**config.mk**
```make
export PLATFORM = sky130hd
export DESIGN_NAME = mem_port_arbiter
export DESIGN_NICKNAME = d
export VERILOG_FILES = /design/src/rtl/mem_port_arbiter_pkg.sv /design/src/rtl/mem_port_arbiter_arb_rr2.sv /design/src/rtl/mem_port_arbiter.sv
export SDC_FILE = /design/constraint.sdc
export NUM_CORES = 1
export LEC_CHECK = 0
export CAP_MARGIN = 20
export CORE_AREA = 2 2 294 296
export CTS_BUF_LIST = sky130_fd_sc_hd__clkbuf_4 sky130_fd_sc_hd__clkbuf_8 sky130_fd_sc_hd__clkbuf_16
export DETAILED_ROUTE_END_ITERATION = 16
export DIE_AREA = 0 0 296 298
export PLACE_DENSITY_LB_ADDON = 0.1
export SETUP_SLACK_MARGIN = 0.4
export SYNTH_ARGS = -nofsm -noshare
export SYNTH_HDL_FRONTEND = slang
export SYNTH_SLANG_ARGS = --single-unit
```
**constraint.sdc**
```tcl
create_clock -name clk -period 1.75 [get_ports clk]
set_input_delay 0.35 -clock clk [delete_from_list [all_inputs] [get_ports clk]]
set_output_delay 0.35 -clock clk [all_outputs]
set_load 0.02 [all_outputs]
```
**src/rtl/mem_port_arbiter_pkg.sv**
```systemverilog
// Shared definitions for the main-memory port arbiter.
// Holds the FSM state encoding, the grant encoding and the default block
// geometry so both cache instances and the arbiter agree on widths.
package mem_port_arbiter_pkg;

    // Default block address width (word address minus block offset).
    localparam int unsigned AddrWDefault = 28;
    // Default block width in bits.
    localparam int unsigned DataWDefault = 128;
    // Default width of the conflict counter.
    localparam int unsigned CntWDefault  = 16;

    typedef enum logic [1:0] {
        StIdle  = 2'd0,
        StBusyI = 2'd1,
        StBusyD = 2'd2,
        StDone  = 2'd3
    } arb_state_e;

    typedef enum logic {
        GntI = 1'b0,
        GntD = 1'b1
    } gnt_e;

endpackage

```
**src/rtl/mem_port_arbiter_arb_rr2.sv**
```systemverilog
// Two-way round-robin pick between the I-cache and D-cache requesters.
// Purely combinational.
//   i_pend     - I-cache request pending
//   d_pend     - D-cache request pending (read or write-back)
//   last_grant - side granted most recently
//   gnt_valid  - some request is pending
//   gnt_id     - side to grant; on a tie, the side that is not last_grant
module arb_rr2
    import mem_port_arbiter_pkg::*;
(
    input  logic i_pend,
    input  logic d_pend,
    input  gnt_e last_grant,
    output logic gnt_valid,
    output gnt_e gnt_id
);

    always_comb begin
        gnt_valid = i_pend | d_pend;
        gnt_id    = GntI;
        if (i_pend && d_pend) begin
            gnt_id = (last_grant == GntI) ? GntD : GntI;
        end else if (d_pend) begin
            gnt_id = GntD;
        end
    end

endmodule

```
**src/rtl/mem_port_arbiter.sv**
```systemverilog
// Arbiter sharing the single main-memory port between the I-cache and
// D-cache miss/write-back engines. One requester is granted at a time; its
// command is registered onto the memory port and held until mem_ready, then
// the read block is returned with a one-cycle ready pulse.
//   clk, rst                   - clock, synchronous active-high reset
//   i_req/i_addr               - I-cache block read request
//   i_ready/i_rdata            - I-cache completion pulse and returned block
//   d_read/d_write/d_addr/d_wdata - D-cache read or write-back request
//   d_ready/d_rdata            - D-cache completion pulse and returned block
//   mem_read/mem_write/mem_addr/mem_wdata - registered memory command
//   mem_ready/mem_rdata        - memory acknowledge and read data
//   conflict_cnt               - saturating count of idle cycles with both sides pending
// All outputs are registered.
module mem_port_arbiter
    import mem_port_arbiter_pkg::*;
#(
    parameter int unsigned ADDR_W = AddrWDefault,
    parameter int unsigned DATA_W = DataWDefault,
    parameter int unsigned CNT_W  = CntWDefault
) (
    input  logic              clk,
    input  logic              rst,

    input  logic              i_req,
    input  logic [ADDR_W-1:0] i_addr,
    output logic              i_ready,
    output logic [DATA_W-1:0] i_rdata,

    input  logic              d_read,
    input  logic              d_write,
    input  logic [ADDR_W-1:0] d_addr,
    input  logic [DATA_W-1:0] d_wdata,
    output logic              d_ready,
    output logic [DATA_W-1:0] d_rdata,

    output logic              mem_read,
    output logic              mem_write,
    output logic [ADDR_W-1:0] mem_addr,
    output logic [DATA_W-1:0] mem_wdata,
    input  logic              mem_ready,
    input  logic [DATA_W-1:0] mem_rdata,

    output logic [CNT_W-1:0]  conflict_cnt
);

    arb_state_e state;
    gnt_e       last_grant;
    logic       d_pend;
    logic       gnt_valid;
    gnt_e       gnt_id;

    assign d_pend = d_read | d_write;

    arb_rr2 u_arb_rr2 (
        .i_pend     (i_req),
        .d_pend     (d_pend),
        .last_grant (last_grant),
        .gnt_valid  (gnt_valid),
        .gnt_id     (gnt_id)
    );

    always_ff @(posedge clk) begin
        if (rst) begin
            // Any outstanding memory command is dropped here.
            state        <= StIdle;
            last_grant   <= GntI;
            i_ready      <= 1'b0;
            i_rdata      <= '0;
            d_ready      <= 1'b0;
            d_rdata      <= '0;
            mem_read     <= 1'b0;
            mem_write    <= 1'b0;
            mem_addr     <= '0;
            mem_wdata    <= '0;
            conflict_cnt <= '0;
        end else begin
            unique case (state)
                StIdle: begin
                    if (i_req && d_pend && (conflict_cnt != {CNT_W{1'b1}})) begin
                        conflict_cnt <= conflict_cnt + CNT_W'(1);
                    end
                    if (gnt_valid) begin
                        last_grant <= gnt_id;
                        if (gnt_id == GntD) begin
                            // A write-back wins over a simultaneous read.
                            mem_addr  <= d_addr;
                            mem_wdata <= d_wdata;
                            mem_write <= d_write;
                            mem_read  <= ~d_write;
                            state     <= StBusyD;
                        end else begin
                            mem_addr  <= i_addr;
                            mem_wdata <= '0;
                            mem_write <= 1'b0;
                            mem_read  <= 1'b1;
                            state     <= StBusyI;
                        end
                    end
                end
                StBusyI: begin
                    if (mem_ready) begin
                        mem_read  <= 1'b0;
                        mem_write <= 1'b0;
                        i_rdata   <= mem_rdata;
                        i_ready   <= 1'b1;
                        state     <= StDone;
                    end
                end
                StBusyD: begin
                    if (mem_ready) begin
                        mem_read  <= 1'b0;
                        mem_write <= 1'b0;
                        d_rdata   <= mem_rdata;
                        d_ready   <= 1'b1;
                        state     <= StDone;
                    end
                end
                StDone: begin
                    // Going straight to idle keeps a still-high request from
                    // being re-sampled during the ready cycle.
                    i_ready <= 1'b0;
                    d_ready <= 1'b0;
                    state   <= StIdle;
                end
                default: begin
                    state <= StIdle;
                end
            endcase
        end
    end

endmodule
```
Word level (Yosys, flattened, before mapping). Cells that the tools add are included.

Register bits: 435. Output and inout bits: 432. Logic and storage cells: 57.

$add $sub $neg: 1. Eq/ne operators: 8. Multiplexer cells: 19. Bitwise operators: 3. Reduce and logical (&&, ||, !) cells: 15.

Operator list (count): 2-to-1 mux 128 bit (1); 2-to-1 mux 28 bit (1); adder 16 x 1 -> 16 bit, second input constant (1); inequality test 16 bit, second input constant (1); AND reduction 2 bit (7); 2-to-1 mux 1 bit (9); one-hot mux 1 bit (2 select lines) (4); 2-to-1 mux 2 bit (3); inequality test 2 bit, second input constant (3); one-hot mux 2 bit (3 select lines) (1); nonzero test 2 bit (3); equality test 2 bit, second input constant (2); AND reduction 3 bit (1); equality test 2 x 1 -> 1 bit, second input constant (1); logical AND 1 bit (2); zero test 2 bit (1); inequality test 2 x 1 -> 1 bit, second input constant (1); bitwise OR 1 bit (2); OR reduction 2 bit (1); inverter 1 bit (1).

Longest topological paths before layout.
Depth after elaboration: 6. Gate-level depth with buffers: 7. Depth with buffers taken out: 6.

Cells and area by module. A second synthesis with hierarchy kept.

Cell total of the unflattened synthesis: 1959. Area, all modules: 15667.5 µm².

Modules (own cells, without submodules): mem_port_arbiter (times used 1, cells each 1957, area each 15653.8 µm², seq. area each 8708.4 µm²); arb_rr2 (times used 1, cells each 2, area each 13.8 µm², seq. area each 0.0 µm²).

Least setup slack after synthesis. Ideal clock, no wire load.

Path type: register -> register. From: register conflict_cnt[0]. To: register conflict_cnt[6]. Data arrival time: 1.951 ns. Data required time: 1.680 ns. Slack: -0.271 ns. Stages on the path, launching flop included: 7. Path buffers: 1. Cells stage by stage: dfxtp_1 -> ha_1 -> clkbuf_2 -> and4_1 -> nand2_1 -> or4_2 -> a21oi_1.

Longest elaborated chain between the ends: 3. Elaborated cells between the ends (all ways): 4.

Ends and longest elaborated chain: start, declared (line mem_port_arbiter.sv:43) `output logic [CNT_W-1:0] conflict_cnt`; start signal, assigned (line mem_port_arbiter.sv:80) `conflict_cnt <= conflict_cnt + CNT_W'(1);`; parallel branches: the longest is 3 deep, another holds adder 16 x 1 -> 16 bit.

Parallel ways; which one is timed is not known. A chain may end at the register's enable or synchronous reset.

Worst setup path after layout.
From: register state[1]. To: register conflict_cnt[15].

Longest elaborated chain between the ends: 2.

Ends and longest elaborated chain: start, declared (line mem_port_arbiter.sv:46) `arb_state_e state;`; start signal, assigned (line mem_port_arbiter.sv:65) `state <= StIdle;`; start signal, assigned (line mem_port_arbiter.sv:90) `state <= StBusyD;`; start signal, assigned (line mem_port_arbiter.sv:96) `state <= StBusyI;`; zero test 2 bit (line mem_port_arbiter.sv:77) `unique case (state)`; AND reduction 2 bit (no line).

Every way passes these cells.

==> impl_metrics.csv <==
group,metric,value,unit
global_routing,grt_start_max_net_pins,91,
synth,synthArstFlopShare,0,%
synth,ys_seq_elements,435,
route,drt_iter0_drc,769,
synth,synth_cells,1850,
synth,syn_avg_cell_area,8.30,um2
finish,layout_commonest_cell,"nand2_1",
finish,final_cell_mix,"nand2_1 (547), clkdlybuf4s50_1 (316), buf_6 (270), dfxtp_2 (244), a21oi_1 (235)",
sta,finalSetupViolations,0,
synth,synth-compound-area-share,17.7,%
floorplanning,initial_utilization,18.1,%
route,finalWirelength,76500,um
clocking,cts_sinks,435,
floorplanning,fp.dieW,296,um
synth,synth_top_family_by_area,"simple AND/OR/NAND/NOR gates",
route,routed_via_density,4.16,
finish,syn2layout_area_growth,87.8,%
critical_path,cpLargestDelayFamily,"simple AND/OR/NAND/NOR gates",
sta,period_minus_slack,1.74,ns
critical_path,slowest_delay,0.48,ns
floorplanning,num_io_pins,750,
sta,rsz0062_at_grt,"yes",
power_and_ir_drop,power_density,1370,nW/um2
critical_path,critPathLaunchType,"flop",
synth,syn_nets,2174,
critical_path,crit_arrival,2.27,ns
critical_path,endpoint_kind,"flop",
finish,final_core_util,34.0,%
sta,hold_viol,0,
critical_path,required,2.28,ns
floorplanning,die_height,298,um
synth,synth_seq_area_share,56.7,%
critical_path,critPathSlowestCell,"or4_4",
status,status,"complete, no violations",
floorplanning,row_count,107,
hold_path,hp-class,"primary input to flop",
power_and_ir_drop,ir_drop,683,uV
clocking,clk_path_buf_depth,3,
sta,finClkSkew,0.0197,ns
synth,synth_cell_types,40,
clocking,cts_tree,"done",
route,drc_errors,0,
finish,drive_gt1_share,33.4,%
sta,report.final.slew_viol_count,0,
critical_path,path_cells,"inv_2 -> ha_4 -> o211ai_4 -> or4_4 -> or4_4 -> a21oi_2",
sta,clock.fmax,573,MHz
synth,synthAdderAreaFrac,0.489,%
synth,synthMuxAreaShare,0.766,%
route,drtPass1Iterations,4,
finish,num-nets-final,3012,
synth,synth-xor-area-share,0,%
floorplanning,dieArea,88200,um2
synth,synth_edf_count,0,
global_routing,grt_pass1_vias,16100,
sta,tns,0,ns
sta,relSlewSlack,61.6,%
global_routing,grt-ovfl-total,0,
route,post_drt_wl_per_cell,19.7,um
clocking,numCtsBuffers,56,
floorplanning,core-area,84900,um2
synth,ys_warn_count,0,
global_routing,grtUsageTotal,16.4,%
placement,dp_hpwl,56400,um
finish,fillers,8955,
run,drv_cap,0,
clocking,clk_pin_slew,0.06,ns
sta,fin_crit_sh,99.7,%
clocking,htreeDepth,2,
route,postRouteAntennaNets,0,
clocking,clkLatencyLatePin,0.60,ns
global_routing,antenna_found_initial,9,
clocking,cts_root_buffer,"clkbuf_16",
critical_path,critPathMaxFanout,6,
critical_path,crit_buf_inv,1,
synth,synth-simple-area-share,20.4,%
critical_path,path_class,"flop to flop",
synth,ys.flop_type,"dfxtp_1",
synth,syn-cell-area,15400,um2
critical_path,crit_top_cell,"or4_4",
global_routing,grt_pass1_wl,109000,um
placement,portBuffers,749,
power_and_ir_drop,total_leakage_power,11.9,nW
placement,place_congestion,0.792,
sta,tightestPinTransition,0.575,ns
route,vias,16200,
routing by layer:
layer,global-route usage (%),up-vias,wire length [um]
met2,29.9,446,39600
met3,4.82,106,5580
met1,18.1,7715,29200
li1,-,7881,-
met4,5.13,8,2110
met5,0,-,62
state kept, by name, indices dropped and copies added, names as in the netlist:
signal and count:
mem_addr 28, last_grant 1, conflict_cnt 16, mem_read 1, state 2, d_rdata 128
mem_wdata 128, i_rdata 128, i_ready 1, d_ready 1, mem_write 1
worst reg2reg max path, cell delays in order, from the launching register on:
cell	delay [ns]
dfxtp_2	0.32
inv_2	0.07
ha_4	0.16
o211ai_4	0.10
or4_4	0.48
or4_4	0.44
a21oi_2	0.13
repair_timing:
| action | in CTS | in global routing |
|---|---|---|
| gates resized for setup | 1234 | 994 |
| setup buffers | 22 | 34 |
| hold buffers | 0 | 0 |
| pin swaps | 1 | 31 |
| gates cloned | 0 | 6 |
| setup endpoints to repair | 866 | 867 |
report_power, final:
part	internal [mW]	switching, mW	total, mW
combinational	6.50	8.09	14.6
clock	7.52	4.66	12.2
sequential	11.7	0.986	12.7
final timing paths:
kind / from / end / slack [ns] / depth (start not counted)
min reg2reg: i_rdata[96] / i_rdata[96] / 0.45 / 2
min: rst / d_rdata[121] / 0.06 / 2
max: state[1] / conflict_cnt[15] / 0.006 / 6
max reg2reg: state[1] / conflict_cnt[15] / 0.006 / 6
synthesized netlist by cell type, types with 6 or more instances:
cell type,number,area [um2]
a311oi_1,29,254
mux2_2,6,67.6
dfxtp_1,435,8710
a22oi_1,128,961
a21oi_1,272,1360
nor2b_1,7,43.8
inv_1,6,22.5
clkbuf_1,116,435
nand2_1,579,2170
buf_1,10,37.5
buf_2,20,100
nor2_1,175,657
nand4_1,6,37.5
ha_1,6,75.1
cell families (layout without fill, tap and decap cells):
| kind of cell | after synthesis | in the layout |
|---|---|---|
| compound gates | 448 | 448 |
| mux | 11 | 11 |
| buf+inv | 154 | 1038 |
| other cells | 0 | 4 |
| fa+ha+maj | 6 | 6 |
| flops | 435 | 435 |
| simple gates | 796 | 796 |
final cells by class:
| class | instances | area, um2 | area share (%) |
|---|---|---|---|
| clock inverters | 16 | 181 | 0.629 |
| diodes | 4 | 10.0 | 0.0347 |
| inverters | 6 | 22.5 | 0.0781 |
| clock buffers | 88 | 1810 | 6.27 |
| flip-flops and latches | 435 | 9060 | 31.4 |
| repair buffers | 928 | 9720 | 33.7 |
| multi-input cells | 1261 | 6590 | 22.9 |
| well taps | 1144 | 1430 | 4.97 |
metrics by stage:
| step | hold slack, ns | power [mW] | cells | setup WS, ns | cell area, um2 |
|---|---|---|---|---|---|
| 2_1_floorplan | 0.485 | 19.7 | 1850 | 0.0447 | 15800 |
| 3_3_place_gp | 0.440 | 26.9 | 3712 | -0.488 | 25400 |
| 3_5_place_dp | 0.446 | 27.0 | 3712 | -0.468 | 25400 |
| 4_1_cts | 0.0351 | 39.0 | 3838 | -0.00696 | 27500 |
| 5_1_grt | 0.0505 | 41.7 | 3882 | -0.0612 | 28800 |
| 6_report | 0.0564 | 39.5 | 3882 | 0.00597 | 28800 |
(Power assumes the default switching activity.)
